File: config.mk
export PLATFORM = sky130hd
export DESIGN_NAME = pea_engine
export DESIGN_NICKNAME = d
export VERILOG_FILES = /design/src/rtl/pvz_pkg.sv /design/src/rtl/pea_lane.sv /design/src/rtl/pea_engine.sv
export SDC_FILE = /design/constraint.sdc
export NUM_CORES = 1
export LEC_CHECK = 0
export ABC_AREA = 1
export BUFFER_PORTS_ARGS = -buffer_cell sky130_fd_sc_hd__buf_4
export CAP_MARGIN = 10
export CORE_ASPECT_RATIO = 0.8
export CORE_UTILIZATION = 58
export CTS_CLUSTER_DIAMETER = 60
export CTS_CLUSTER_SIZE = 16
export DETAILED_ROUTE_END_ITERATION = 10
export PLACE_DENSITY = 0.81
export SLEW_MARGIN = 30
export SYNTH_ARGS = -nofsm -noshare
export SYNTH_HDL_FRONTEND = slang
export SYNTH_SLANG_ARGS = --single-unit
File: constraint.sdc
create_clock -name clk -period 2.6 [get_ports clk]
set_clock_uncertainty 0.05 [all_clocks]
set_input_delay 0.26 -clock clk [delete_from_list [all_inputs] [get_ports clk]]
set_output_delay 0.26 -clock clk [all_outputs]
set_load 0.01 [all_outputs]
File: src/rtl/pvz_pkg.sv
// pvz_pkg: shared geometry and FSM encoding for the pea engine.
// Rev 1.0
`default_nettype none
package pvz_pkg;
  localparam int NUM_LANES      = 5;
  localparam int SLOTS_PER_LANE = 5;
  localparam int X_W            = 10;
  localparam int NUM_SLOTS      = NUM_LANES * SLOTS_PER_LANE;

  typedef enum logic [1:0] {
    ST_IDLE  = 2'd0,
    ST_RUN   = 2'd1,
    ST_FLUSH = 2'd2
  } state_t;
endpackage
`default_nettype wire

File: src/rtl/pea_lane.sv
// pea_lane: five pea slots of one lane with allocation, hit/motion and fire cooldown.
// Rev 1.0
`default_nettype none
module pea_lane
  import pvz_pkg::*;
#(
  parameter logic [X_W-1:0] SHOOTER_X      = 10'd100,
  parameter logic [X_W-1:0] SCREEN_RIGHT   = 10'd799,
  parameter int             COOLDOWN_TICKS = 8
) (
  input  logic                            clk,
  input  logic                            reset,
  input  logic                            flush,
  input  logic                            tick,
  input  logic                            accept,
  input  logic [SLOTS_PER_LANE-1:0]       hit,
  output logic                            ready,
  output logic [SLOTS_PER_LANE-1:0]       active,
  output logic [SLOTS_PER_LANE*X_W-1:0]   x
);
  localparam int             CW        = $clog2(COOLDOWN_TICKS + 2);
  localparam logic [CW-1:0]  COOL_LOAD = CW'(COOLDOWN_TICKS);
  localparam logic [X_W-1:0] RETIRE_X  = SCREEN_RIGHT - X_W'(1);

  logic [CW-1:0]             cooldown;
  logic [SLOTS_PER_LANE-1:0] alloc;

  // Lowest clear bit of the registered occupancy, one-hot; zero when the lane is full.
  assign alloc = ~active & (active + SLOTS_PER_LANE'(1));
  assign ready = (|(~active)) && (cooldown == '0);

  always_ff @(posedge clk or negedge reset) begin
    if (!reset) begin
      cooldown <= '0;
    end else if (flush) begin
      cooldown <= '0;
    end else if (accept) begin
      cooldown <= COOL_LOAD;
    end else if (tick && (cooldown != '0)) begin
      cooldown <= cooldown - CW'(1);
    end
  end

  for (genvar s = 0; s < SLOTS_PER_LANE; s++) begin : g_slot
    logic           act_r;
    logic [X_W-1:0] x_r;

    // Priority: flush, new pea, hit, then motion/retirement.
    always_ff @(posedge clk or negedge reset) begin
      if (!reset) begin
        act_r <= 1'b0;
        x_r   <= '0;
      end else if (flush) begin
        act_r <= 1'b0;
        x_r   <= '0;
      end else if (accept && alloc[s]) begin
        act_r <= 1'b1;
        x_r   <= SHOOTER_X;
      end else if (act_r && hit[s]) begin
        act_r <= 1'b0;
        x_r   <= '0;
      end else if (act_r && tick) begin
        if (x_r >= RETIRE_X) begin
          act_r <= 1'b0;
          x_r   <= '0;
        end else begin
          x_r <= x_r + X_W'(1);
        end
      end
    end

    assign active[s]          = act_r;
    assign x[s*X_W +: X_W]    = x_r;
  end
endmodule
`default_nettype wire

File: src/rtl/pea_engine.sv
// pea_engine: level FSM, motion tick divider, fire decode and shot counter over five lanes.
// Rev 1.0
`default_nettype none
module pea_engine
  import pvz_pkg::*;
#(
  parameter int             TICK_DIV       = 250000,
  parameter logic [X_W-1:0] SHOOTER_X      = 10'd100,
  parameter logic [X_W-1:0] SCREEN_RIGHT   = 10'd799,
  parameter int             COOLDOWN_TICKS = 8
) (
  input  logic                       clk,
  input  logic                       reset,
  input  logic                       run,
  input  logic                       fire_valid,
  input  logic [2:0]                 fire_lane,
  output logic                       fire_ready,
  input  logic [NUM_SLOTS-1:0]       hit,
  output logic [NUM_SLOTS-1:0]       pea_active,
  output logic [NUM_SLOTS*X_W-1:0]   pea_x,
  output logic [15:0]                shots_fired
);
  localparam int            TW        = (TICK_DIV > 1) ? $clog2(TICK_DIV) : 1;
  localparam logic [TW-1:0] TICK_LAST = TW'(TICK_DIV - 1);

  state_t                 state;
  state_t                 state_nxt;
  logic                   in_run;
  logic                   in_flush;
  logic [TW-1:0]          tick_cnt;
  logic                   tick;
  logic [NUM_LANES-1:0]   lane_sel;
  logic [NUM_LANES-1:0]   lane_ready;
  logic [NUM_LANES-1:0]   lane_accept;
  logic [NUM_SLOTS-1:0]   hit_run;
  logic                   fire_take;

  always_ff @(posedge clk or negedge reset) begin
    if (!reset) state <= ST_IDLE;
    else        state <= state_nxt;
  end

  always_comb begin
    state_nxt = state;
    case (state)
      ST_IDLE:  if (run)  state_nxt = ST_RUN;
      ST_RUN:   if (!run) state_nxt = ST_FLUSH;
      ST_FLUSH: state_nxt = ST_IDLE;
      default:  state_nxt = ST_IDLE;
    endcase
  end

  always_comb begin
    in_run   = (state == ST_RUN);
    in_flush = (state == ST_FLUSH);
  end

  always_ff @(posedge clk or negedge reset) begin
    if (!reset) begin
      tick_cnt <= '0;
    end else if (in_flush) begin
      tick_cnt <= '0;
    end else if (in_run) begin
      tick_cnt <= tick ? '0 : tick_cnt + TW'(1);
    end
  end

  assign tick = in_run && (tick_cnt == TICK_LAST);

  // Lane codes 5..7 select nothing, which keeps fire_ready low for them.
  always_comb begin
    lane_sel = '0;
    for (int l = 0; l < NUM_LANES; l++) begin
      lane_sel[l] = (fire_lane == 3'(l));
    end
  end

  assign fire_ready  = in_run && (|(lane_sel & lane_ready));
  assign fire_take   = fire_valid && fire_ready;
  assign lane_accept = lane_sel & {NUM_LANES{fire_take}};
  assign hit_run     = hit & {NUM_SLOTS{in_run}};

  always_ff @(posedge clk or negedge reset) begin
    if (!reset) begin
      shots_fired <= '0;
    end else if (fire_take && (shots_fired != 16'hFFFF)) begin
      shots_fired <= shots_fired + 16'd1;
    end
  end

  for (genvar l = 0; l < NUM_LANES; l++) begin : g_lane
    pea_lane #(
      .SHOOTER_X      (SHOOTER_X),
      .SCREEN_RIGHT   (SCREEN_RIGHT),
      .COOLDOWN_TICKS (COOLDOWN_TICKS)
    ) u_lane (
      .clk    (clk),
      .reset  (reset),
      .flush  (in_flush),
      .tick   (tick),
      .accept (lane_accept[l]),
      .hit    (hit_run[l*SLOTS_PER_LANE +: SLOTS_PER_LANE]),
      .ready  (lane_ready[l]),
      .active (pea_active[l*SLOTS_PER_LANE +: SLOTS_PER_LANE]),
      .x      (pea_x[l*SLOTS_PER_LANE*X_W +: SLOTS_PER_LANE*X_W])
    );
  end
endmodule
`default_nettype wire

==> results.toml <==
[sta]
finalSetupViolCount = 0
max_freq_mhz = 391
maxSlewHeadroom_pct = 48.6
drv_slew = 0
grt_setup_unrepaired = "true"
finalCriticalPeriod_ns = 2.56
fin_crit_sh_pct = 98.4
worst_slew_pin_slew_ns = 0.768
hold_violations = 0
fin_tns_setup_ns = 0

[power]
p_leak_uw = 0.0134
peakVddDrop_mv = 0.629
power.total_uw = 17700
power_density_nw_per_um2 = 678

[floorplanning]
core_area_um2 = 36200
initial_core_util_pct = 59.5
io_pins = 324
rows = 62
die_y_um = 174
die-area_um2 = 38000
fp.dieW_um = 218

[critical_path]
path_max_fanout = 10
crit_start = "state[1]"
critPathCaptureType = "register"
start_kind = "register"
r2r_start = "state[1]"
cp_data_required_time_ns = 3.02
arrival_ns = 2.98
critPathKind = "reg -> reg"

[clocking]
clk_pin_slew_ns = 0.08
cts_buffer_depth = 3
cts.sinks = 331
cts_max_level = 1
cts_tree = "yes"
cts_root_buf = "clkbuf_16"
clk_latency_ns = 0.59
cts_buffers = 30

[yosys]
synthesis.nets = 3036
synth_edf_count = 0
syn_area_per_cell_um2 = 7.33
yosys.cell_types.count = 45
ys_warn_count = 0
ys_seq_area_share_pct = 38.4
yosysTopAreaCell = "dfrtp_1"
synthFlopType = "dfrtp_1"
netlist_instances = 2941
syn_area_um2 = 21600
ys_top_cells_by_area = "dfrtp_1 (38%), nand2_1 (11%), nand3_1 (8.9%), inv_1 (5.7%), nand4_1 (4.7%)"
synthArstFlopShare_pct = 100
synth_top_cell_area_share_pct = 38.4
synth-seq-cells = 331

[layout]
fin_area_um2 = 26100
fin_util_pct = 71.9
area_growth_pct = 20.8
final_net_count = 3382
layout-drive-gt1-share_pct = 17.1

[global_route]
grt_max_degree = 90
track_usage_pct = 33.9
grt_antenna_before_repair = 1
overflow = 0
grt_pass1_wl_mm = 105
grt_pass1_vias = 20400

[routing]
ant_nets = 0
drc = 0
routedWlPerCell_um = 17.4
first_iter_violations = 2915
via_per_inst = 5.94
via_count = 22500
totalWireLength_mm = 65.7
drt-pass1-iter-count = 7

[place]
gp_congestion = 0.954
portBuffers = 323
hpwl_mm = 47.3
post_dp_cell_area_um2 = 24800

[hold_path]
min-delay-path-class = "in -> reg"
min_from = "hit[23]"

[flow_run]
max_cap_viol_count = 0

[run_status]
status = "finished clean"
[area by class of cell]
type	instances	area, um2
tap	480	601
clock inverter	16	178
inverter	330	1240
sequential	331	8280
antenna	1	2.50
fill	2955	10200
multi-input combinational	2166	11600
timing repair buffer	428	3320
clock buffer	35	811
[path summary, 6_finish.rpt]
check,depth (start not counted),slack [ns],to
worst max-delay path,13,0.04,g_lane[4].u_lane.g_slot[1].act_r
worst min-delay path,4,0.05,g_lane[4].u_lane.g_slot[3].act_r
worst max register to register,13,0.04,g_lane[4].u_lane.g_slot[1].act_r
worst min register to register,1,0.46,shots_fired[8]
max in group asynchronous,3,1.55,g_lane[0].u_lane.g_slot[3].x_r[4]
min in group asynchronous,2,0.15,shots_fired[9]
[flip-flops by register name, indices dropped and copies added (netlist names)]
signal,count
g_lane.u_lane.cooldown,20
g_lane.u_lane.g_slot.act_r,25
g_lane.u_lane.g_slot.x_r,250
shots_fired,16
state,2
tick_cnt,18
[Yosys cell counts, types with 2 or more instances]
master     number
nor2_2          8
inv_1         326
buf_1           8
buf_2          35
clkbuf_1       43
a21o_1          5
ha_1           63
o21bai_1        4
a31o_2          9
nand2_1       628
nand3_1       382
nor3_1        121
and3_1          2
nor3b_1        12
nand3_2         2
buf_4          27
dfrtp_1       331
a31oi_1         7
nand4_2         9
o211ai_1       28
a2bb2oi_1       2
nor4_1          9
nand2_2         4
o31ai_1         2
o22ai_1         2
nor2_1        265
o21ai_0       161
or2_2          18
xor2_1        105
a22oi_1         3
xnor2_1        30
nand3b_1       23
nand4_1       161
o2111ai_1      38
clkinv_1        4
a21oi_1        55
[worst max-delay path, stage by stage, from the launching register on]
cell	delay, ns
dfrtp_1	0.43
inv_2	0.12
ha_2	0.23
nand2_1	0.06
nor3_1	0.24
nand3_2	0.13
buf_4	0.20
inv_1	0.22
nand2_1	0.16
nand2_1	0.11
nor2_1	0.07
buf_4	0.18
o211ai_1	0.17
nand2_1	0.08
[cells in the final DEF (no fill, tap or decap), types with 9 or more instances in the layout]
cell and instances:
a21oi_1 54, a31o_2 9, buf_4 415, clkbuf_16 31, dfrtp_1 330, ha_1 57, inv_1 317, inv_2 9
nand2_1 625, nand3_1 375, nand3_2 9, nand3b_1 23, nand4_1 161, nand4_2 9, nor2_1 257, nor2_2 10
nor3_1 120, nor3b_1 12, nor4_1 9, o2111ai_1 38, o211ai_1 28, o21ai_0 156, or2_2 18, xnor2_1 30
xor2_1 105
[stage by stage]
stage	instances	setup slack, ns	hold WS (ns)
global route	3787	-0.0999	0.131
global placement	3718	0.103	0.190
floorplan	2941	0.372	-0.0856
finish	3787	0.0417	0.0539
detailed placement	3718	-0.0268	0.185
CTS	3771	0.0116	0.0530
[where the power goes]
| part | internal [uW] | total [uW] | switching (uW) |
|---|---|---|---|
| Sequential | 5740 | 6710 | 973 |
| Clock | 2460 | 4660 | 2200 |
| Combinational | 2250 | 6300 | 4050 |
[per-layer routing]
metal,vias to the layer above,wire (um),part of all wire (%),track usage [%]
li1,10600,-,-,-
met1,10700,28400,43,49.0
met2,1113,29600,45,52.8
met3,128,5770,8.8,4.57
met4,0,1960,3.0,9.92
met5,-,0,0,0
[kinds of logic after synthesis]
logic type                 Yosys count  share of synthesized area, %
DFF                                331                          38.4
muxes                                1                        0.0464
buffers and inverters              444                          8.43
xor gates and xnor gates           135                          5.48
and+or+nand+nor                   1649                          35.2
AOI/OAI and AO/OA                  318                          8.80
adders and majority gates           63                          3.65
[repair_timing]
| action | 4_1_cts | 5_1_grt |
|---|---|---|
| hold buffers | 2 | 0 |
| resized for setup | 4 | 46 |
| cloned | 0 | 1 |
| pin swaps | 0 | 4 |
| setup buffers | 0 | 14 |
| setup endpoints to repair | 12 | 150 |
| endpoints found under the hold margin | 50 | 0 |
Note: power is estimated with default switching activity, not from simulation.
